==> src/rtl/alu_pkg.sv <==
`default_nettype none
// ============================================================================
// Module      : alu_pkg
// Description : Shared definitions for the RV32 ALU control interface: ALU
//               control codes, RV32I opcode values, skid-buffer state
//               encoding and the decoded-op record carried through the
//               issue stage.
// Revision    : 1.0 - initial release
// ============================================================================
package alu_pkg;

   localparam int XLEN_SUPPORTED = 32;

   // ALU control codes
   localparam logic [3:0] ALU_AND  = 4'd0;
   localparam logic [3:0] ALU_OR   = 4'd1;
   localparam logic [3:0] ALU_ADD  = 4'd2;
   localparam logic [3:0] ALU_SUB  = 4'd6;
   localparam logic [3:0] ALU_SLTU = 4'd7;
   localparam logic [3:0] ALU_NOR  = 4'd12;  // reserved for a future custom-0 opcode

   // RV32I major opcodes (instr[6:0])
   localparam logic [6:0] OPC_OP     = 7'b0110011;
   localparam logic [6:0] OPC_OPIMM  = 7'b0010011;
   localparam logic [6:0] OPC_LOAD   = 7'b0000011;
   localparam logic [6:0] OPC_STORE  = 7'b0100011;
   localparam logic [6:0] OPC_BRANCH = 7'b1100011;

   // Skid buffer occupancy
   typedef enum logic [1:0] {
      EMPTY = 2'd0,
      ONE   = 2'd1,
      FULL  = 2'd2
   } skid_state_t;

   // One decoded ALU operation
   typedef struct packed {
      logic [3:0]  control;
      logic [31:0] a;
      logic [31:0] b;
      logic [4:0]  rd;
      logic        illegal;
   } alu_op_t;

   function automatic logic [31:0] sext12(input logic [11:0] imm);
      return {{20{imm[11]}}, imm};
   endfunction

endpackage
`default_nettype wire

==> src/rtl/alu_op_decode.sv <==
`default_nettype none
// ============================================================================
// Module      : alu_op_decode
// Description : Pure combinational RV32I decode into an ALU op record.
// Ports       : instr_i  - instruction word
//               rs1_i    - rs1 read data
//               rs2_i    - rs2 read data
//               op_o     - control / a / b / rd / illegal
// Revision    : 1.0 - initial release
// ============================================================================
module alu_op_decode
   import alu_pkg::*;
#(
   parameter bit MEM_ADDR_EN = 1'b1,
   parameter bit BRANCH_EN   = 1'b1
) (
   input  logic [31:0] instr_i,
   input  logic [31:0] rs1_i,
   input  logic [31:0] rs2_i,
   output alu_op_t     op_o
);

   logic [6:0]  w_opcode;
   logic [2:0]  w_f3;
   logic        w_f7b5;
   logic [31:0] w_imm_i;
   logic [31:0] w_imm_s;
   logic [3:0]  w_ctl;
   logic [31:0] w_b;
   logic        w_legal;
   logic        w_writes_rd;
   logic        unused_rs_fields;

   assign w_opcode = instr_i[6:0];
   assign w_f3     = instr_i[14:12];
   assign w_f7b5   = instr_i[30];
   assign w_imm_i  = sext12(instr_i[31:20]);
   assign w_imm_s  = sext12({instr_i[31:25], instr_i[11:7]});

   // Register specifiers are resolved upstream; only their data arrives here.
   assign unused_rs_fields = ^instr_i[19:15];

   always_comb begin
      w_ctl       = ALU_ADD;
      w_b         = rs2_i;
      w_legal     = 1'b0;
      w_writes_rd = 1'b1;
      case (w_opcode)
         OPC_OP, OPC_OPIMM: begin
            w_legal = 1'b1;
            w_b     = (w_opcode == OPC_OP) ? rs2_i : w_imm_i;
            case (w_f3)
               3'b000:  w_ctl = (w_opcode == OPC_OP && w_f7b5) ? ALU_SUB : ALU_ADD;
               3'b111:  w_ctl = ALU_AND;
               3'b110:  w_ctl = ALU_OR;
               3'b011:  w_ctl = ALU_SLTU;
               default: w_legal = 1'b0;
            endcase
         end
         OPC_LOAD: begin
            w_legal = MEM_ADDR_EN;
            w_b     = w_imm_i;
         end
         OPC_STORE: begin
            w_legal     = MEM_ADDR_EN;
            w_b         = w_imm_s;
            w_writes_rd = 1'b0;
         end
         OPC_BRANCH: begin
            // Only BEQ/BNE: the consumer tests the SUB result for zero.
            w_legal     = BRANCH_EN && (w_f3 == 3'b000 || w_f3 == 3'b001);
            w_ctl       = ALU_SUB;
            w_writes_rd = 1'b0;
         end
         default: w_legal = 1'b0;
      endcase
   end

   // Illegal ops are still issued, but carry an all-zero payload.
   always_comb begin
      op_o         = '0;
      op_o.illegal = !w_legal;
      if (w_legal) begin
         op_o.control = w_ctl;
         op_o.a       = rs1_i;
         op_o.b       = w_b;
         op_o.rd      = w_writes_rd ? instr_i[11:7] : 5'd0;
      end
   end

endmodule
`default_nettype wire

==> src/rtl/alu_issue_stage.sv <==
`default_nettype none
// ============================================================================
// Module      : alu_issue_stage
// Description : Decodes RV32I instructions and issues ALU ops through a
//               registered valid/ready stage backed by a 2-entry skid buffer.
// Ports       : clk, reset_n (async, active low), flush (sync drop)
//               in_valid/in_ready/in_instr/in_rs1/in_rs2  - upstream
//               out_valid/out_ready/out_control/out_a/out_b/out_rd/
//               out_illegal                               - ALU side
// Revision    : 1.0 - initial release
// ============================================================================
module alu_issue_stage
   import alu_pkg::*;
#(
   parameter int XLEN        = 32,
   parameter bit MEM_ADDR_EN = 1'b1,
   parameter bit BRANCH_EN   = 1'b1
) (
   input  logic            clk,
   input  logic            reset_n,
   input  logic            flush,
   input  logic            in_valid,
   output logic            in_ready,
   input  logic [31:0]     in_instr,
   input  logic [XLEN-1:0] in_rs1,
   input  logic [XLEN-1:0] in_rs2,
   output logic            out_valid,
   input  logic            out_ready,
   output logic [3:0]      out_control,
   output logic [XLEN-1:0] out_a,
   output logic [XLEN-1:0] out_b,
   output logic [4:0]      out_rd,
   output logic            out_illegal
);

   skid_state_t state_q, state_d;
   alu_op_t     head_q, head_d;   // oldest op, drives out_*
   alu_op_t     tail_q, tail_d;   // second op, held only while FULL
   alu_op_t     w_dec;
   logic        w_push;
   logic        w_pop;

   alu_op_decode #(
      .MEM_ADDR_EN (MEM_ADDR_EN),
      .BRANCH_EN   (BRANCH_EN)
   ) u_decode (
      .instr_i (in_instr),
      .rs1_i   (in_rs1),
      .rs2_i   (in_rs2),
      .op_o    (w_dec)
   );

   assign in_ready  = (state_q != FULL);
   assign out_valid = (state_q != EMPTY);
   assign w_push    = in_valid && in_ready;
   assign w_pop     = out_valid && out_ready;

   always_comb begin
      state_d = state_q;
      head_d  = head_q;
      tail_d  = tail_q;
      if (flush) begin
         // Data registers keep their contents; only occupancy is cleared.
         state_d = EMPTY;
      end else begin
         case (state_q)
            EMPTY: begin
               if (w_push) begin
                  head_d  = w_dec;
                  state_d = ONE;
               end
            end
            ONE: begin
               case ({w_push, w_pop})
                  2'b11: head_d = w_dec;
                  2'b10: begin
                     tail_d  = w_dec;
                     state_d = FULL;
                  end
                  2'b01: state_d = EMPTY;
                  default: state_d = ONE;
               endcase
            end
            FULL: begin
               // in_ready is low here, so a pop never coincides with a push.
               if (w_pop) begin
                  head_d  = tail_q;
                  state_d = ONE;
               end
            end
            default: state_d = EMPTY;
         endcase
      end
   end

   always_ff @(posedge clk or negedge reset_n) begin
      if (!reset_n) begin
         state_q <= EMPTY;
         head_q  <= '0;
         tail_q  <= '0;
      end else begin
         state_q <= state_d;
         head_q  <= head_d;
         tail_q  <= tail_d;
      end
   end

   assign out_control = head_q.control;
   assign out_a       = head_q.a;
   assign out_b       = head_q.b;
   assign out_rd      = head_q.rd;
   assign out_illegal = head_q.illegal;

endmodule
`default_nettype wire
==> config.mk <==
export PLATFORM = sky130hd
export DESIGN_NAME = alu_issue_stage
export DESIGN_NICKNAME = d
export VERILOG_FILES = /design/src/rtl/alu_pkg.sv /design/src/rtl/alu_op_decode.sv /design/src/rtl/alu_issue_stage.sv
export SDC_FILE = /design/constraint.sdc
export NUM_CORES = 1
export LEC_CHECK = 0
export BUFFER_PORTS_ARGS = -buffer_cell sky130_fd_sc_hd__buf_4
export CAP_MARGIN = 20
export CORE_MARGIN = 1
export CORE_UTILIZATION = 50
export CTS_BUF_LIST = sky130_fd_sc_hd__clkbuf_16
export DETAILED_ROUTE_END_ITERATION = 7
export PLACE_DENSITY = 0.76
export REMOVE_ABC_BUFFERS = 1
export SKIP_CTS_REPAIR_TIMING = 1
export SLEW_MARGIN = 20
export SYNTH_ARGS = -nofsm -noshare
export SYNTH_HDL_FRONTEND = slang
export SYNTH_SLANG_ARGS = --single-unit
==> constraint.sdc <==
create_clock -name clk -period 4.9 [get_ports clk]
set_input_delay 0.98 -clock clk [delete_from_list [all_inputs] [get_ports clk]]
set_output_delay 0.98 -clock clk [all_outputs]
set_load 0.05 [all_outputs]
==> metrics.txt <==
sequential area share after synthesis=53.3%; average footprint of a synthesized cell=9.67 um2; Antenna Nets Post-Route=0; port buffer count=170; Slew Limit Fails=0; status=completed; headroom to the max-slew limit=28.9%; clock sink count=148; Yosys cell types=51; FMAX=0.277 GHz; minimum clock period=3.60 ns; I/O Pins=177; DR pass1 iterations=6; Clock transition at path regs=0.06 ns; TritonCTS clock tree=yes; initial core utilization=51.8%; RSZ-0062 raised after global routing=false; H-tree depth=4; Yosys reg bits=148; # fillers=1075; Async SR Flop Fraction=100%; HP Class=reg -> reg; final hold vios=0; switching pwr=1.15 mW; die width=120 um; area of the multi-input gates=0.00293 mm2; Worst Reg-to-Reg Cells=9; Cell Int Power=2.32 mW; Die Y=120 um; Initial DRC Count=760; # nets final=954; crit start category=flip-flop; Seq pwr share=39.8%; layout cell share with drive strength beyond 1=26.7%; Final Cycle Share=73.6%; data required time of the worst path=5.20 ns; n_diodes=0; CTS Root Cell=clkbuf_16; gr ovfl total=0; hold_ws=0.478 ns; Routability Congestion=0.846; vias in the first global route=6379; core region area=0.0134 mm2; VDD IR-drop max=0.000274 V; Post-Syn Area=0.00695 mm2; crit path kind=reg -> reg; GRT Total Usage=28.6%; dominant synthesized flop cell=dfrtp_1; Worst Path Arrival=3.91 ns; switching share of power=33.2%; register area=0.00370 mm2; row count=42; CP Capture Type=flip-flop; final WL=19800 um; skew final=0.00505 ns; Placed Area=0.00825 mm2; design area=0.00885 mm2; crit path max fanout=32; Post-Synthesis Cells=718; vias per cell=6.16; largest net degree at the start of global routing=121; initial antenna violation count=0; Slew @ Worst Pin=1.06 ns; Clk pwr share=36.6%; endpoints failing setup=0; Layout area overhead=27.5%; number of synthesized flops with an enable pin=0; routed via count=6407; Die ar.=0.0144 mm2; P_leak=4.02 nW; Skew-Pair Late Insertion Delay=0.42 ns; clk buf depth=2; Syn. warnings=0; hold depth=2; # Max-Cap Violations=0; cell area power density=392 mW/mm2; DRC Markers=0; combinational share of power=23.5%; Final HPWL DP=12300 um; CTS Buf Count=17; Avg WL per Cell=19.1 um; global-route wire length before repair=32200 um
## sequential cells by signal, indices dropped and copies added (netlist names)
name,count
tail_q,73
out_a,32
out_b,32
out_rd,5
out_control,3
state_q,2
out_illegal,1
## cell type report
class                           instances  area share [%]
Clock buffer                           17            4.80
Tap cell                              176            2.49
Clock inverter                         15            1.75
Sequential cell                       148            41.8
Inverter                                6           0.254
Timing Repair Buffer                  182            15.8
Multi-Input combinational cell        496            33.1
## metal layers
| metal | GRT usage, % | vias up | part of all wire [%] |
|---|---|---|---|
| li1 | - | 2882 | - |
| met3 | 5.85 | 39 | 7.7 |
| met5 | 0 | - | 0 |
| met2 | 45.7 | 348 | 49 |
| met1 | 37.6 | 3138 | 41 |
| met4 | 13.0 | 0 | 2.4 |
## stage by stage
step / util [%] / power, mW / worst slack, ns / setup TNS, ns / cells
final: 66.1 / 3.47 / 1.30 / 0 / 1040
after global routing: 66.1 / 3.60 / 1.00 / 0 / 1040
after CTS: 65.9 / 3.49 / 1.01 / 0 / 1039
after detailed placement: 61.6 / 2.21 / 0.843 / 0 / 1007
after global placement: 61.6 / 2.19 / 0.927 / 0 / 1007
after floorplan: - / 1.87 / -2.12 / -269.14 / 650
## worst max-delay path, cell delays in order (launching register included)
cell,delay [ns]
dfrtp_1,0.53
nor2b_4,0.20
inv_1,0.13
and2_1,0.18
ha_1,0.18
mux2i_1,0.17
o2bb2ai_2,0.88
nand2_2,0.53
buf_12,0.34
a221o_1,0.32
## Yosys cell counts, types with 11 or more instances
library cell,number,area (um2)
a211oi_1,23,173
a21oi_1,25,125
a221o_1,37,370
buf_2,11,55.1
clkbuf_1,46,173
dfrtp_1,148,3700
nand2_1,158,593
nor2_1,26,97.6
nor3_1,41,205
o21ai_0,57,285
o21ai_1,21,105
o221ai_1,13,114
o22ai_1,21,131
## kinds of logic after synthesis
group | count (synthesis) | synth area share [%]
AOI/OAI and AO/OA | 232 | 23.9
adders and majority gates | 2 | 0.360
buffers and inverters | 74 | 5.06
xor gates and xnor gates | 1 | 0.126
and+or+nand+nor | 251 | 15.9
DFF | 148 | 53.3
muxes | 9 | 1.32
other | 1 | 0.0540
## layout by cell type, fill, tap and decap left out, types with 3 or more instances in the layout
master,instances
a211oi_1,22
a21oi_1,25
a221o_1,37
a221oi_1,5
a22o_1,5
a41o_1,5
and3_1,5
buf_4,179
clkbuf_16,17
clkinvlp_4,4
dfrtp_1,148
inv_1,6
inv_6,4
mux2i_1,8
nand2_1,157
nor2_1,26
nor3_1,41
nor3_4,3
o21ai_0,57
o21ai_1,21
o221ai_1,13
o22ai_1,21
o31ai_1,9
## worst paths after layout
| kind | slack, ns | end | from |
|---|---|---|---|
| max in group asynchronous | 3.20 | tail_q[0]$_DFFE_PN0P_ | reset_n |
| worst min register to register | 0.48 | tail_q[16]$_DFFE_PN0P_ | tail_q[16]$_DFFE_PN0P_ |
| worst max register to register | 1.30 | out_a[5]$_DFFE_PN0P_ | state_q[1]$_DFFE_PN0P_ |
| min in group asynchronous | 0.70 | out_a[9]$_DFFE_PN0P_ | reset_n |
| worst min-delay path | 0.48 | tail_q[16]$_DFFE_PN0P_ | tail_q[16]$_DFFE_PN0P_ |
| worst max-delay path | 1.30 | out_a[5]$_DFFE_PN0P_ | state_q[1]$_DFFE_PN0P_ |
## power groups by stage
stage / clock network (mW) / registers [mW] / logic [mW]
4_1_cts: 1.29 / 1.38 / 0.812
3_3_place_gp: 0 / 1.40 / 0.792
6_report: 1.27 / 1.38 / 0.818
3_5_place_dp: 0 / 1.40 / 0.810
5_1_grt: 1.35 / 1.39 / 0.863
2_1_floorplan: 0 / 1.65 / 0.224
(Power assumes the default switching activity.)
